$ cat src/rtl/div_seq.sv
`default_nettype none
// ============================================================================
//  Module   : div_seq
//  Brief    : Iterative restoring divider for the EX stage. It takes one
//             quotient bit per cycle and stalls the pipeline until it is done.
//  Revision : 1.0 - initial release
// ============================================================================
module div_seq #(
    parameter int DATA_W = 32
) (
    input  logic                clk,
    input  logic                rst_,
    input  logic                div_start,
    input  logic                div_signed,
    input  logic                div_annul,
    input  logic [DATA_W-1:0]   div_op0,
    input  logic [DATA_W-1:0]   div_op1,
    output logic [2*DATA_W-1:0] div_result,
    output logic                div_ready,
    output logic                stall_req
);

    localparam int CNT_W = $clog2(DATA_W + 1);

    typedef enum logic [1:0] {
        S_IDLE   = 2'd0,
        S_BYZERO = 2'd1,
        S_ON     = 2'd2,
        S_END    = 2'd3
    } state_t;

    state_t              r_state, w_state_nxt;
    logic [CNT_W-1:0]    r_cnt, w_cnt_nxt;
    logic [2*DATA_W:0]   r_work, w_work_nxt;
    logic [DATA_W-1:0]   r_divisor, w_divisor_nxt;
    logic                r_neg_q, w_neg_q_nxt;
    logic                r_neg_r, w_neg_r_nxt;
    logic [2*DATA_W-1:0] r_result, w_result_nxt;
    logic                r_ready, w_ready_nxt;

    logic [DATA_W-1:0]   w_abs0, w_abs1;
    logic [2*DATA_W:0]   w_shift;
    logic [DATA_W+1:0]   w_diff;
    logic [DATA_W-1:0]   w_quo, w_rem;

    // Signed divides run on magnitudes; the signs are reapplied at the end.
    assign w_abs0 = (div_signed && div_op0[DATA_W-1]) ? -div_op0 : div_op0;
    assign w_abs1 = (div_signed && div_op1[DATA_W-1]) ? -div_op1 : div_op1;

    // One restoring step: shift, then trial subtract; a set MSB of the diff is a borrow.
    assign w_shift = r_work << 1;
    assign w_diff  = {1'b0, w_shift[2*DATA_W:DATA_W]} - {2'b00, r_divisor};

    assign w_quo = r_neg_q ? -r_work[DATA_W-1:0]        : r_work[DATA_W-1:0];
    assign w_rem = r_neg_r ? -r_work[2*DATA_W-1:DATA_W] : r_work[2*DATA_W-1:DATA_W];

    always_comb begin
        w_state_nxt   = r_state;
        w_cnt_nxt     = r_cnt;
        w_work_nxt    = r_work;
        w_divisor_nxt = r_divisor;
        w_neg_q_nxt   = r_neg_q;
        w_neg_r_nxt   = r_neg_r;
        w_result_nxt  = r_result;
        w_ready_nxt   = r_ready;

        if (div_annul) begin
            w_state_nxt  = S_IDLE;
            w_cnt_nxt    = '0;
            w_result_nxt = '0;
            w_ready_nxt  = 1'b0;
        end else begin
            case (r_state)
                S_IDLE: begin
                    if (div_start) begin
                        w_work_nxt    = {{(DATA_W+1){1'b0}}, w_abs0};
                        w_divisor_nxt = w_abs1;
                        w_neg_q_nxt   = div_signed & (div_op0[DATA_W-1] ^ div_op1[DATA_W-1]);
                        w_neg_r_nxt   = div_signed & div_op0[DATA_W-1];
                        w_cnt_nxt     = '0;
                        w_state_nxt   = (div_op1 == '0) ? S_BYZERO : S_ON;
                    end
                end
                S_BYZERO: begin
                    w_state_nxt  = S_END;
                    w_result_nxt = '0;
                    w_ready_nxt  = 1'b1;
                end
                S_ON: begin
                    if (r_cnt == CNT_W'(DATA_W)) begin
                        w_state_nxt  = S_END;
                        w_result_nxt = {w_rem, w_quo};
                        w_ready_nxt  = 1'b1;
                    end else begin
                        if (!w_diff[DATA_W+1]) begin
                            w_work_nxt = {w_diff[DATA_W:0], w_shift[DATA_W-1:1], 1'b1};
                        end else begin
                            w_work_nxt = w_shift;
                        end
                        w_cnt_nxt = r_cnt + 1'b1;
                    end
                end
                S_END: begin
                    if (!div_start) begin
                        w_state_nxt  = S_IDLE;
                        w_result_nxt = '0;
                        w_ready_nxt  = 1'b0;
                    end
                end
                default: w_state_nxt = S_IDLE;
            endcase
        end
    end

    always_ff @(posedge clk or negedge rst_) begin
        if (!rst_) begin
            r_state   <= S_IDLE;
            r_cnt     <= '0;
            r_work    <= '0;
            r_divisor <= '0;
            r_neg_q   <= 1'b0;
            r_neg_r   <= 1'b0;
            r_result  <= '0;
            r_ready   <= 1'b0;
        end else begin
            r_state   <= w_state_nxt;
            r_cnt     <= w_cnt_nxt;
            r_work    <= w_work_nxt;
            r_divisor <= w_divisor_nxt;
            r_neg_q   <= w_neg_q_nxt;
            r_neg_r   <= w_neg_r_nxt;
            r_result  <= w_result_nxt;
            r_ready   <= w_ready_nxt;
        end
    end

    assign div_result = r_result;
    assign div_ready  = r_ready;
    assign stall_req  = div_start & ~r_ready & ~div_annul;

endmodule
`default_nettype wire

$ cat config.mk
export PLATFORM = sky130hd
export DESIGN_NAME = div_seq
export DESIGN_NICKNAME = d
export VERILOG_FILES = /design/src/rtl/div_seq.sv
export SDC_FILE = /design/constraint.sdc
export NUM_CORES = 1
export LEC_CHECK = 0
export CAP_MARGIN = 20
export CORE_MARGIN = 1.5
export CORE_UTILIZATION = 36
export DETAILED_ROUTE_END_ITERATION = 8
export PLACE_DENSITY = 0.55
export SYNTH_ARGS = -nofsm -noshare
export SYNTH_HDL_FRONTEND = slang
export SYNTH_SLANG_ARGS = --single-unit
$ cat constraint.sdc
create_clock -name clk -period 2.5 [get_ports clk]
set_input_delay 0.5 -clock clk [delete_from_list [all_inputs] [get_ports clk]]
set_output_delay 0.5 -clock clk [all_outputs]
set_load 0.005 [all_outputs]
==> impl_summary.log <==
INFO  metric vias = about 11000
INFO  metric die_height = between 150 and 200 um
INFO  metric synth_cell_type_count = 70
INFO  metric synth_top_family_by_area = compound AO/OA/AOI/OAI gates
INFO  metric worst_r2r_endpoint = r_work[44]
INFO  metric groute.layer.met2.usage = between 30% and 40%
INFO  metric synth_top_cell_area_share = 37.93%
INFO  metric asyncSetResetFlopFracSynth = 100.0%
INFO  metric hold_path_start = div_result[59]
INFO  metric worst_r2r_path_depth = 12
INFO  metric timing.clock.skew = ~0.013 ns
INFO  metric cellLeakagePower = 6.991 nW
INFO  metric detailed_placement_wirelength_estimate = about 25000 um
INFO  metric met1_usage = about a third
INFO  metric simple_gate_area_share_of_the_yosys_netlist = 18.24%
INFO  metric commonest_cells_after_routing_fill_and_taps_aside = buf_4, nand2_1, o21ai_0, dfrtp_1, clkdlybuf4s50_1
INFO  metric finalCriticalPeriod = 2.632 ns
INFO  metric synthXorXnorAreaFrac = 10.71%
INFO  metric critical_path.endpoint_type = flop
INFO  metric avgSynthCellArea = 8.413 um^2
INFO  metric drtAntennaViolNets = 0
INFO  metric synth.area.top_cells = dfrtp_1, o21ai_0, nand2_1
INFO  metric clkLatencyLatePin = roughly 0.44 ns
INFO  metric nets_finish = 1790
INFO  metric path_clk_slew = 0.07 ns
INFO  metric critical_path.startpoint_type = flop
INFO  metric cts_num_sinks = ~170
INFO  metric number_of_global_route_vias_before_repair = between 10000 and 15000
INFO  metric worst-slew-pin-transition = ~0.54 ns
INFO  metric synth_top_flop_cell = dfrtp_1
INFO  metric synth-compound-area-share = 21.50%
INFO  metric syn_inst = approximately 1300
INFO  metric num_rows = 64
INFO  metric core-area = 0.03075 mm^2
INFO  metric cts_tree = yes
INFO  metric synthesis.area = about 0.011 mm^2
INFO  metric globalRoute.busiestLayer = met1
INFO  metric post_layout_utilization_of_the_core = a little over half
INFO  metric dieArea = between 0.03 and 0.04 mm^2
INFO  metric wire_per_inst = about 16 um
INFO  metric hold_violations = 0
INFO  metric slew_viol_final = 0
INFO  metric count_of_buffers_inserted_at_the_top_level_ports = between 100 and 150
INFO  metric path_class = flop to flop
INFO  metric numCtsBuffers = 17
INFO  metric area_delta_synth_final = 43.36%
INFO  metric grt_met3_use = about 3.2%
INFO  metric ys.warnings.count = 0
INFO  metric irDropWorstVdd = 0.9916 mV
INFO  metric drt_first_pass_iters = 6
INFO  metric cp-endpoint = r_work[44]
INFO  metric synth_seq_cells = 171
INFO  metric edff_count_synth = 0
INFO  metric finalSetupViolCount = 22
INFO  metric finalWirelength = 33680 um
INFO  metric setup_slack = -0.1318 ns
INFO  metric globalRoute.totalOverflow = 0
INFO  metric floorplan.die.width = approximately 180 um
INFO  metric place_congestion = around 0.90
INFO  metric synth.largest_area_cell = dfrtp_1
INFO  metric cts_max_path_buffers = 2
INFO  metric max_freq = ~0.38 GHz
INFO  metric critPathMaxFanout = 3
INFO  metric max-cap-violations = 0
INFO  metric final.period_utilization = 105.3%
INFO  metric number_of_antenna_violations_at_the_first_check_in_global_routing = 0
INFO  metric setup_total_negative_slack = -1.702 ns
INFO  metric gr-usage-all-layers = between 20% and 30%
INFO  metric initial_utilization = approximately 37%
INFO  metric root_buffer = clkbuf_16
INFO  metric cp.required = 2.81 ns
INFO  metric synth-adder-area-share = 4.835%
INFO  metric drcViolationCount = 10
INFO  metric first_pass_grt_wire_length = 54930 um
INFO  metric synthMuxAreaShare = between 2 and 2.5%
INFO  metric detail_route.iter0.violations = approximately 740
INFO  metric failed_checks = design-rule violations, negative setup slack
INFO  metric endpoint_arrival_time_on_the_critical_path = roughly 2.9 ns
INFO  metric power-per-cell-area = around 1600 mW/mm^2
INFO  metric diodes = 0
INFO  metric synth_fp_nets = approximately 1500
INFO  metric mostFrequentLayoutCell = buf_4
INFO  metric worstReg2RegStart = r_work[31]
INFO  metric timing.hold.worst.class = flop to flop
INFO  metric rsz0062_at_grt = yes
INFO  metric r2r_slack = -0.13 ns
INFO  metric status = complete, but fails checks
INFO  metric seq_area_frac_synth = 37.93%
INFO  metric max-slew-margin-rel = roughly 64%
INFO  metric mean_number_of_vias_per_cell = between 5 and 6
INFO  metric critPathLaunch = r_work[31]
INFO  metric htree_levels = 4
INFO  metric grt_start_max_net_pins = 83
INFO  metric drive_above_1_share = a little under a quarter
INFO  metric io_pins = between 100 and 150
logic make-up (layout without fill, tap and decap cells):
family          count (synthesis)  count (layout)
simple gates                  430             430
flops                         171             171
compound gates                408             408
mux                            26              26
fa+ha+maj                      43              43
buf+inv                       125             475
xor+xnor                      138             138
worst min-delay path by stage:
stage                          end  slack (ns)  cells past startpoint
finish              div_result[59]        0.48                      2
global route         r_divisor[15]        0.50                      2
CTS                  r_divisor[25]        0.49                      2
detailed placement  div_result[20]        0.46                      1
global placement    div_result[20]        0.46                      1
floorplan                div_ready        0.20                      0
area by class of cell:
cell class / count / area [um^2]
timing repair buffer: 384 / 3391
tap: 396 / 495.5
sequential: 171 / 4289
fill: 2882 / 14580
multi-input combinational: 1045 / 7118
clock inverter: 14 / 230.2
inverter: 59 / 221.5
clock buffer: 18 / 429.2
registers in the layout (all words and copies together) (netlist names):
name and flops:
r_neg_r 1, r_neg_q 1, r_divisor 32, div_result 64
div_ready 1, r_work 64, r_cnt 6, r_state 2
timing repair:
action,4_1_cts,5_1_grt
hold endpoints to repair,41,0
gates cloned,1,0
setup buffers,14,8
hold buffers,1,0
pin swaps,14,24
setup endpoints to repair,36,68
resized for setup,53,64
synth_stat cells, types with 4 or more instances:
cell type  instances
a32oi_1            6
a21oi_1           97
nand3_1           13
ha_1              42
mux2i_1           26
o41ai_1           11
xnor2_1           52
or4_1              7
a31oi_1            6
nand2b_1          12
inv_1             59
xor2_1            86
o31ai_1           42
nand3b_1           4
o21ai_1           11
o21a_1             5
nor2_1            65
nor2b_1            9
clkbuf_1          56
or3_1             16
nand4_1            6
dfrtp_1          171
nand2_1          230
a21o_1             8
and2_1             5
o21ai_0          176
o221ai_1           8
buf_4              5
a211oi_1           4
nor4_1             9
nor3_1            24
through the flow:
step | cell area [um^2] | instances | worst slack, ns | power [W] | hold WS (ns)
2_1_floorplan | 11390 | 1341 | -0.0003284 | 0.01324 | 0.2044
3_3_place_gp | 14780 | 2034 | -0.4466 | 0.01938 | 0.4602
3_5_place_dp | 14780 | 2034 | -0.4614 | 0.01961 | 0.4564
4_1_cts | 15840 | 2082 | -0.1582 | 0.02397 | 0.4856
5_1_grt | 16170 | 2087 | -0.2846 | 0.02704 | 0.4978
6_report | 16170 | 2087 | -0.1318 | 0.02514 | 0.4766
power breakdown:
| part | switching [W] | internal (W) |
|---|---|---|
| clock | 0.00121 | 0.00180 |
| sequential | 0.00110 | 0.00384 |
| combinational | 0.00872 | 0.00846 |
| total | 0.0110 | 0.0141 |
critical path, cell delays in order, from the launching register on:
cell and delay [ns]:
dfrtp_1 0.39, inv_2 0.08, ha_4 0.14, inv_2 0.04, fa_2 0.36, a21oi_2 0.16, nand4b_1 0.23, a21boi_1 0.14
nor2b_1 0.17, or3_1 0.33, a21oi_2 0.17, xor2_1 0.20, o21ai_0 0.10
layer usage:
metal  wire (um)  vias up
met3        1442       23
met2       14190      237
met1       17670     5112
met4         372        0
li1            -     5394
met5           0        -
No activity file was read; power rests on OpenSTA's default activity.
